**src/rtl/cdb_broadcaster_pkg.sv**
```systemverilog
// Shared Tomasulo definitions: bus widths, the CDB packet seen by every
// receiver, and the functional-unit index map.
package tomasulo_pkg;

    localparam int TAG_W  = 3;
    localparam int DATA_W = 32;

    localparam int FU_ADD = 0;
    localparam int FU_MUL = 1;
    localparam int FU_LD  = 2;

    typedef struct packed {
        logic              valid;
        logic [TAG_W-1:0]  tag;
        logic [DATA_W-1:0] value;
    } cdb_pkt_t;

endpackage

```
**src/rtl/cdb_broadcaster_if.sv**
```systemverilog
// Functional-unit result handshake plus the broadcast side of the CDB.
// The master modport is the core (units and receivers); the slave is the broadcaster.
interface cdb_broadcaster_if
    import tomasulo_pkg::*;
#(
    parameter int N_FU  = 3,
    parameter int SRC_W = (N_FU > 1) ? $clog2(N_FU) : 1
);

    logic [N_FU-1:0]        fu_valid;
    logic [N_FU-1:0]        fu_ready;
    logic [N_FU*TAG_W-1:0]  fu_tag;
    logic [N_FU*DATA_W-1:0] fu_result;
    logic                   flush;

    logic                   cdb_valid;
    logic [TAG_W-1:0]       cdb_tag;
    logic [DATA_W-1:0]      cdb_value;
    logic [SRC_W-1:0]       cdb_src;

    modport master (
        output fu_valid, fu_tag, fu_result, flush,
        input  fu_ready, cdb_valid, cdb_tag, cdb_value, cdb_src
    );

    modport slave (
        input  fu_valid, fu_tag, fu_result, flush,
        output fu_ready, cdb_valid, cdb_tag, cdb_value, cdb_src
    );

endinterface

```
**src/rtl/cdb_broadcaster_src_fifo.sv**
```systemverilog
// Circular result buffer for one functional unit; full/empty come only from
// the registered count, so a pop never frees a slot in the same cycle.
module cdb_src_fifo
    import tomasulo_pkg::*;
#(
    parameter int DEPTH = 2
) (
    input  logic              clk,
    input  logic              rst_n,
    input  logic              flush_i,
    input  logic              push_i,
    input  logic [TAG_W-1:0]  tag_i,
    input  logic [DATA_W-1:0] value_i,
    input  logic              pop_i,
    output logic              full_o,
    output logic              empty_o,
    output logic [TAG_W-1:0]  headTag_o,
    output logic [DATA_W-1:0] headValue_o
);

    localparam int PTR_W = $clog2(DEPTH) + 1;
    localparam int AW    = (DEPTH > 1) ? $clog2(DEPTH) : 1;

    logic [PTR_W-1:0]  wrPtr_q, wrPtr_d;
    logic [PTR_W-1:0]  rdPtr_q, rdPtr_d;
    logic [PTR_W-1:0]  count_q, count_d;
    logic [TAG_W-1:0]  tagMem_q   [DEPTH];
    logic [DATA_W-1:0] valueMem_q [DEPTH];
    logic              doPush, doPop;
    logic [AW-1:0]     wrIdx, rdIdx;

    function automatic logic [PTR_W-1:0] nextPtr(input logic [PTR_W-1:0] ptr);
        return (ptr == PTR_W'(DEPTH - 1)) ? '0 : ptr + 1'b1;
    endfunction

    assign full_o      = (count_q == PTR_W'(DEPTH));
    assign empty_o     = (count_q == '0);
    assign doPush      = push_i && !full_o;
    assign doPop       = pop_i && !empty_o;
    assign wrIdx       = AW'(wrPtr_q);
    assign rdIdx       = AW'(rdPtr_q);
    assign headTag_o   = tagMem_q[rdIdx];
    assign headValue_o = valueMem_q[rdIdx];

    always_comb begin
        wrPtr_d = doPush ? nextPtr(wrPtr_q) : wrPtr_q;
        rdPtr_d = doPop  ? nextPtr(rdPtr_q) : rdPtr_q;
        count_d = count_q;
        case ({doPush, doPop})
            2'b10:   count_d = count_q + 1'b1;
            2'b01:   count_d = count_q - 1'b1;
            default: count_d = count_q;
        endcase
    end

    // Flush shares the reset path: pointers and count clear, pushes are dropped.
    always_ff @(posedge clk) begin
        if (!rst_n || flush_i) begin
            wrPtr_q <= '0;
            rdPtr_q <= '0;
            count_q <= '0;
        end else begin
            wrPtr_q <= wrPtr_d;
            rdPtr_q <= rdPtr_d;
            count_q <= count_d;
        end
    end

    always_ff @(posedge clk) begin
        if (doPush) begin
            tagMem_q[wrIdx]   <= tag_i;
            valueMem_q[wrIdx] <= value_i;
        end
    end

endmodule

```
**src/rtl/cdb_broadcaster.sv**
```systemverilog
// CDB producer: per-unit result FIFOs feeding a round-robin arbiter that
// drives one registered (tag, value) broadcast per cycle.
module cdb_broadcaster
    import tomasulo_pkg::*;
#(
    parameter int N_FU  = 3,
    parameter int DEPTH = 2
) (
    input logic CLK,
    input logic RST_N,
    cdb_broadcaster_if.slave bus
);

    localparam int SRC_W = (N_FU > 1) ? $clog2(N_FU) : 1;

    logic [N_FU-1:0]   fifoFull, fifoEmpty, pushEn, popEn;
    logic [TAG_W-1:0]  headTag   [N_FU];
    logic [DATA_W-1:0] headValue [N_FU];

    logic              grantValid;
    logic [SRC_W-1:0]  grantIdx;
    logic [SRC_W:0]    probeSum;
    logic [SRC_W-1:0]  probeIdx;

    cdb_pkt_t          cdbPkt_q, cdbPkt_d;
    logic [SRC_W-1:0]  cdbSrc_q, cdbSrc_d;
    logic [SRC_W-1:0]  rr_q, rr_d;

    for (genvar i = 0; i < N_FU; i++) begin : gSrc
        assign pushEn[i] = bus.fu_valid[i] && !fifoFull[i];
        assign popEn[i]  = grantValid && (grantIdx == SRC_W'(i));

        cdb_src_fifo #(.DEPTH(DEPTH)) uFifo (
            .clk         (CLK),
            .rst_n       (RST_N),
            .flush_i     (bus.flush),
            .push_i      (pushEn[i]),
            .tag_i       (bus.fu_tag[i*TAG_W +: TAG_W]),
            .value_i     (bus.fu_result[i*DATA_W +: DATA_W]),
            .pop_i       (popEn[i]),
            .full_o      (fifoFull[i]),
            .empty_o     (fifoEmpty[i]),
            .headTag_o   (headTag[i]),
            .headValue_o (headValue[i])
        );
    end

    assign bus.fu_ready = ~fifoFull;

    // Search upward from rr, wrapping at N_FU; the first non-empty FIFO wins.
    always_comb begin
        grantValid = 1'b0;
        grantIdx   = '0;
        probeSum   = '0;
        probeIdx   = '0;
        for (int k = 0; k < N_FU; k++) begin
            probeSum = {1'b0, rr_q} + (SRC_W+1)'(k);
            if (probeSum >= (SRC_W+1)'(N_FU)) begin
                probeSum = probeSum - (SRC_W+1)'(N_FU);
            end
            probeIdx = probeSum[SRC_W-1:0];
            if (!grantValid && !fifoEmpty[probeIdx]) begin
                grantValid = 1'b1;
                grantIdx   = probeIdx;
            end
        end
    end

    always_comb begin
        cdbPkt_d       = cdbPkt_q;
        cdbPkt_d.valid = 1'b0;
        cdbSrc_d       = cdbSrc_q;
        rr_d           = rr_q;
        if (grantValid && !bus.flush) begin
            cdbPkt_d.valid = 1'b1;
            cdbPkt_d.tag   = headTag[grantIdx];
            cdbPkt_d.value = headValue[grantIdx];
            cdbSrc_d       = grantIdx;
            rr_d           = (grantIdx == SRC_W'(N_FU - 1)) ? '0 : grantIdx + 1'b1;
        end
    end

    always_ff @(posedge CLK) begin
        if (!RST_N) begin
            cdbPkt_q <= '0;
            cdbSrc_q <= '0;
            rr_q     <= '0;
        end else begin
            cdbPkt_q <= cdbPkt_d;
            cdbSrc_q <= cdbSrc_d;
            rr_q     <= rr_d;
        end
    end

    assign bus.cdb_valid = cdbPkt_q.valid;
    assign bus.cdb_tag   = cdbPkt_q.tag;
    assign bus.cdb_value = cdbPkt_q.value;
    assign bus.cdb_src   = cdbSrc_q;

endmodule

```
**src/flat_wrapper.sv**
```systemverilog
// flat-port wrapper written by rule: the top's interface ports become plain ports
module cdb_broadcaster_flat import tomasulo_pkg::*;
#(
    parameter int N_FU  = 3,
    parameter int DEPTH = 2
)
  (CLK, RST_N, bus_fu_valid, bus_fu_tag, bus_fu_result, bus_flush, bus_fu_ready, bus_cdb_valid, bus_cdb_tag, bus_cdb_value, bus_cdb_src);
  cdb_broadcaster_if #(.N_FU(N_FU), .SRC_W((2))) bus_i ();
  input logic CLK;
  input logic RST_N;
  input wire logic [$bits(bus_i.fu_valid)-1:0] bus_fu_valid;
  input wire logic [$bits(bus_i.fu_tag)-1:0] bus_fu_tag;
  input wire logic [$bits(bus_i.fu_result)-1:0] bus_fu_result;
  input wire logic [$bits(bus_i.flush)-1:0] bus_flush;
  output wire logic [$bits(bus_i.fu_ready)-1:0] bus_fu_ready;
  output wire logic [$bits(bus_i.cdb_valid)-1:0] bus_cdb_valid;
  output wire logic [$bits(bus_i.cdb_tag)-1:0] bus_cdb_tag;
  output wire logic [$bits(bus_i.cdb_value)-1:0] bus_cdb_value;
  output wire logic [$bits(bus_i.cdb_src)-1:0] bus_cdb_src;
  assign bus_i.fu_valid = bus_fu_valid;
  assign bus_i.fu_tag = bus_fu_tag;
  assign bus_i.fu_result = bus_fu_result;
  assign bus_i.flush = bus_flush;
  assign bus_fu_ready = bus_i.fu_ready;
  assign bus_cdb_valid = bus_i.cdb_valid;
  assign bus_cdb_tag = bus_i.cdb_tag;
  assign bus_cdb_value = bus_i.cdb_value;
  assign bus_cdb_src = bus_i.cdb_src;
  cdb_broadcaster #(.N_FU(N_FU), .DEPTH(DEPTH)) u_core (.CLK(CLK), .RST_N(RST_N), .bus(bus_i));
endmodule
```
**config.mk**
```make
export PLATFORM = sky130hd
export DESIGN_NAME = cdb_broadcaster_flat
export DESIGN_NICKNAME = d
export VERILOG_FILES = /design/src/rtl/cdb_broadcaster_pkg.sv /design/src/rtl/cdb_broadcaster_if.sv /design/src/rtl/cdb_broadcaster_src_fifo.sv /design/src/rtl/cdb_broadcaster.sv /design/src/flat_wrapper.sv
export SDC_FILE = /design/constraint.sdc
export NUM_CORES = 1
export LEC_CHECK = 0
export ABC_CLOCK_PERIOD_IN_PS = 3750
export BUFFER_PORTS_ARGS = -buffer_cell sky130_fd_sc_hd__buf_2
export CORE_MARGIN = 2
export CORE_UTILIZATION = 52
export CTS_CLUSTER_SIZE = 8
export DETAILED_ROUTE_END_ITERATION = 10
export PLACE_DENSITY_LB_ADDON = 0.05
export SYNTH_ARGS = -nofsm -noshare
export SYNTH_HDL_FRONTEND = slang
export SYNTH_SLANG_ARGS = --single-unit
```
**constraint.sdc**
```tcl
create_clock -name CLK -period 3.75 [get_ports CLK]
set_clock_uncertainty 0.15 [all_clocks]
set_input_delay 0.75 -clock CLK [delete_from_list [all_inputs] [get_ports CLK]]
set_output_delay 0.75 -clock CLK [all_outputs]
set_load 0.1 [all_outputs]
```
==> results.md <==
- Fraction of the mapped netlist area in compound gates: 10.11%
- Placeable core region: 0.01953 sq mm
- Number of library cell types mapped by synthesis: 55
- Post-synthesis instance area: 0.01039 sq mm
- Remaining antenna violation count: 0
- Stages on the worst setup path: 7
- Net total in the final layout: 940
- Crit path time final: 3.251 ns
- Max_cap viols: 0
- Worst slew pin tran: 1.157 ns
- Area of the die: 0.02114 sq mm
- Post-synthesis cell count: 659
- Post-synthesis async set-or-reset flop share: 0%
- Insertion delay of the later-clocked pin in the worst-skew pair: 0.51 ns
- Count of pins over their slew limit: 0
- Post-synthesis mux area share: 10.60%
- Hold Path Class: input pin to register
- CP Class: register to register
- Total negative slack for setup checks: 0 ns
- CP Launch Type: register
- GR Util All Layers: 22.29%
- Resized cells post-CTS: 0
- Length of the first detailed-routing pass in iterations: 5
- Number of antenna violations at the first check in global routing: 5
- Adder-cell share of the synthesized area: 0.7222%
- Crit. End Element: register
- Longest Clk Path Bufs: 3
- First-pass GRT wire length: 36.48 mm
- Required time of the critical path: 3.99 ns
- CTS root buf: sky130_fd_sc_hd__clkbuf_16
- Total global routing overflow: 0
- Reg-to-reg slack, setup: 0.50 ns
- Post-Synth Simple-Gate Area: 4.153%
- Pin count of the biggest net entering global routing: 37
- Depth of the worst register-to-register path: 7
- F_max: 307.6 MHz
- Total of hold buffers inserted after clock tree synthesis: 0
- CTS tree: yes
- Ys Warns: 0
- Routability-driven placement congestion ratio: 0.9030
- Sw Share: 36.70%
- Initial standard-cell utilization of the core: 53.24%
- Area growth from synthesis to layout: 20.70%
- Routed wire per std cell: 21.18 um
- Number of setup buffers added after CTS: 0
- Relative slew slack: 22.85%
- Net Switching: 3.720 mW
- Die X-Extent: 145.4 um
- Cell row count: 51
- Reg2Reg Capture Point: u_core.bus.cdb_value[8]
- Total setup violations reported at the end of the flow: 0
- Reg power frac: 37.8%
- Leakage power: 4.627 nW
- Final critical-path share of the clock period: 86.70%
- H-tree level count: 2
- Hold slack final: 0.2728 ns
- Dominant synthesized flop cell: sky130_fd_sc_hd__edfxtp_1
- Total half-perimeter wirelength after legalization and detailed placement: 15.00 mm
- Detailed Route WL: 23.75 mm
- Average footprint of a synthesized cell: 15.77 sq um
- Total vias in the final route: 6409
- EDFF count, synth: 210
- Worst supply voltage drop on vdd: 0.5333 mV
- # IOs: 152
- Detailed Route Iter0 Violations: 413
- Maximum cell stage delay along the critical path: 0.79 ns
- Portion of total power attributed to combinational logic: 30.9%
- Area share of xor/xnor cells in the synthesized design: 0.9268%
- Sequence of cells on the critical path: inv_1 -> ha_1 -> o21ai_0 -> a31oi_1 -> a2111o_1 -> a21oi_1 -> a211o_1
- Number of buffer cells added on primary ports: 151
- Crit path capture: u_core.bus.cdb_value[8]
- Fraction of final layout cells sized beyond drive strength 1: 30.40%
- Power density relative to cell area: 807.9 mW/mm^2
- Die Y: 145.4 um
- Main combinational cell family by area after synthesis: multiplexers
- Critical path arrival: 3.49 ns
- Post-route DRC: 0
- Reg-to-reg critical path startpoint: u_core.rr_q[0]
- Library cell contributing the largest single delay on the critical path: sky130_fd_sc_hd__a2111o_1
- Crit path max fanout: 24
- Clock share of power: 31.3%
- CP startpoint: u_core.rr_q[0]
- Clk pin slew, worst setup/hold paths: 0.05 ns
- Via count of the first global-routing pass: 6800
- Number of clock sinks seen by CTS: 265
- Outcome: finished, final reports clean
- Internal cell power: 6.417 mW
- Number of synthesized register bits: 265
- Synthesized net count: 776
- Final Hold Vio Count: 0
- WP buf/inv: 1
- Unrepaired setup endpoints after global routing: false
- Delay-heaviest family, CP: compound AO/OA/AOI/OAI gates
- Via count normalized by instance count: 5.717
- Inserted Clock Buffers: 39
- Sequential fraction of the synthesis area: 71.26%
worst reg2reg max path, stage by stage, from the launching register on:
cell                       delay, ns
sky130_fd_sc_hd__dfxtp_1        0.36
sky130_fd_sc_hd__inv_1          0.07
sky130_fd_sc_hd__ha_1           0.60
sky130_fd_sc_hd__o21ai_0        0.27
sky130_fd_sc_hd__a31oi_1        0.39
sky130_fd_sc_hd__a2111o_1       0.79
sky130_fd_sc_hd__a21oi_1        0.19
sky130_fd_sc_hd__a211o_1        0.30
Yosys cell counts, types with 5 or more instances:
| cell type | number | area (sq um) |
|---|---|---|
| sky130_fd_sc_hd__nand2b_1 | 6 | 37.54 |
| sky130_fd_sc_hd__xnor2_1 | 5 | 43.79 |
| sky130_fd_sc_hd__edfxtp_1 | 210 | 6306 |
| sky130_fd_sc_hd__nor2_1 | 15 | 56.30 |
| sky130_fd_sc_hd__o22ai_1 | 26 | 162.7 |
| sky130_fd_sc_hd__mux2i_1 | 73 | 730.7 |
| sky130_fd_sc_hd__a311oi_1 | 11 | 96.34 |
| sky130_fd_sc_hd__xor2_1 | 6 | 52.55 |
| sky130_fd_sc_hd__a211o_1 | 26 | 227.7 |
| sky130_fd_sc_hd__clkbuf_1 | 18 | 67.56 |
| sky130_fd_sc_hd__a32oi_1 | 11 | 96.34 |
| sky130_fd_sc_hd__a21oi_1 | 34 | 170.2 |
| sky130_fd_sc_hd__o21ai_0 | 8 | 40.04 |
| sky130_fd_sc_hd__dfxtp_1 | 55 | 1101 |
| sky130_fd_sc_hd__ha_1 | 6 | 75.07 |
| sky130_fd_sc_hd__inv_1 | 6 | 22.52 |
| sky130_fd_sc_hd__nor3_1 | 13 | 65.06 |
| sky130_fd_sc_hd__nand2_1 | 19 | 71.32 |
| sky130_fd_sc_hd__mux2_2 | 33 | 371.6 |
| sky130_fd_sc_hd__buf_2 | 12 | 60.06 |
| sky130_fd_sc_hd__nor2b_1 | 6 | 37.54 |
worst min-delay path by stage:
stage                                    start                                      to  cells past startpoint
5_1_grt                      bus_fu_result[21]  u_core.gSrc[0].uFifo.valueMem_q[0][21]                      1
3_5_place_dp           u_core.bus.cdb_value[0]                 u_core.bus.cdb_value[0]                      1
3_3_place_gp   u_core.gSrc[0].uFifo.rdPtr_q[0]                                register                      2
6_report                     bus_fu_result[64]   u_core.gSrc[2].uFifo.valueMem_q[0][0]                      1
4_1_cts                      bus_fu_result[31]  u_core.gSrc[0].uFifo.valueMem_q[0][31]                      1
2_1_floorplan  u_core.gSrc[0].uFifo.rdPtr_q[0]                                register                      2
placed cells by master (no fill, tap or decap), types with 3 or more instances in the layout:
| master | netlist | final |
|---|---|---|
| sky130_fd_sc_hd__nor3_1 | 13 | 13 |
| sky130_fd_sc_hd__nand2_1 | 19 | 19 |
| sky130_fd_sc_hd__dfxtp_1 | 55 | 52 |
| sky130_fd_sc_hd__nor2b_1 | 6 | 6 |
| sky130_fd_sc_hd__mux2_2 | 33 | 33 |
| sky130_fd_sc_hd__nor2_1 | 15 | 12 |
| sky130_fd_sc_hd__edfxtp_1 | 210 | 210 |
| sky130_fd_sc_hd__clkbuf_1 | 18 | 27 |
| sky130_fd_sc_hd__nand2b_1 | 6 | 6 |
| sky130_fd_sc_hd__a311oi_1 | 11 | 11 |
| sky130_fd_sc_hd__a21o_1 | 3 | 3 |
| sky130_fd_sc_hd__xnor2_1 | 5 | 5 |
| sky130_fd_sc_hd__inv_1 | 6 | 6 |
| sky130_fd_sc_hd__nand3_1 | 4 | 4 |
| sky130_fd_sc_hd__clkbuf_16 | 0 | 40 |
| sky130_fd_sc_hd__a32oi_1 | 11 | 11 |
| sky130_fd_sc_hd__diode_2 | 0 | 4 |
| sky130_fd_sc_hd__and3_2 | 0 | 3 |
| sky130_fd_sc_hd__or3_1 | 4 | 4 |
| sky130_fd_sc_hd__xor2_1 | 6 | 6 |
| sky130_fd_sc_hd__mux2i_1 | 73 | 73 |
| sky130_fd_sc_hd__o21ai_0 | 8 | 8 |
| sky130_fd_sc_hd__a21oi_1 | 34 | 34 |
| sky130_fd_sc_hd__a31oi_1 | 3 | 3 |
| sky130_fd_sc_hd__dfxtp_2 | 0 | 3 |
| sky130_fd_sc_hd__buf_4 | 2 | 13 |
| sky130_fd_sc_hd__o22ai_1 | 26 | 26 |
| sky130_fd_sc_hd__ha_1 | 6 | 6 |
| sky130_fd_sc_hd__nor2_4 | 0 | 3 |
| sky130_fd_sc_hd__a211o_1 | 26 | 26 |
| sky130_fd_sc_hd__buf_2 | 12 | 151 |
state kept, by name (all words and copies together), names as in the netlist, named ones only:
register                      flops
u_core.bus.cdb_valid              1
u_core.gSrc.uFifo.wrPtr_q         3
u_core.bus.cdb_tag                3
u_core.gSrc.uFifo.tagMem_q       18
u_core.bus.cdb_src                2
u_core.rr_q                       2
u_core.gSrc.uFifo.count_q         6
u_core.bus.cdb_value             32
u_core.gSrc.uFifo.valueMem_q    192
u_core.gSrc.uFifo.rdPtr_q         3
cell families (layout without fill, tap and decap cells):
| family | count (synthesis) | after routing |
|---|---|---|
| xor+xnor | 11 | 11 |
| simple gates | 82 | 82 |
| flops | 265 | 265 |
| mux | 106 | 106 |
| buf+inv | 47 | 240 |
| other cells | 0 | 4 |
| compound gates | 142 | 142 |
| fa+ha+maj | 6 | 6 |
final cells by class:
class / instances / area, sq um
clock buffer: 67 / 1102
inverter: 6 / 22.52
sequential: 265 / 7411
timing repair buffer: 164 / 853.3
multi-input combinational: 347 / 2783
antenna: 4 / 10.01
tap: 265 / 331.6
fill: 1472 / 6979
clock inverter: 3 / 33.78
layer usage:
| layer | global-route usage, % | vias up | routed length (um) |
|---|---|---|---|
| met5 | 0 | - | 27 |
| met4 | 7.402 | 4 | 560 |
| met1 | 27.05 | 3174 | 9447 |
| met3 | 5.172 | 54 | 1486 |
| li1 | - | 2945 | - |
| met2 | 39.48 | 232 | 12220 |
through the flow:
stage	instance area, sq um	worst slack (ns)	std cells	utilization, %	power [mW]
floorplan	10400	0.1612	659	-	6.337
global route	12540	0.3362	1118	64.22	10.54
finish	12550	0.4987	1121	64.26	10.14
global placement	11400	0.8175	1047	58.39	6.911
CTS	12540	0.5460	1117	64.21	10.19
detailed placement	11400	0.5500	1047	58.39	7.004
power by group through the flow:
stage	clock (mW)	sequential [mW]	combinational (mW)
3_5_place_dp	0	3.89	3.12
6_report	3.17	3.83	3.14
3_3_place_gp	0	3.87	3.04
5_1_grt	3.36	3.87	3.31
2_1_floorplan	0	4.84	1.49
4_1_cts	3.22	3.83	3.13
No activity file was read; power rests on OpenSTA's default activity.
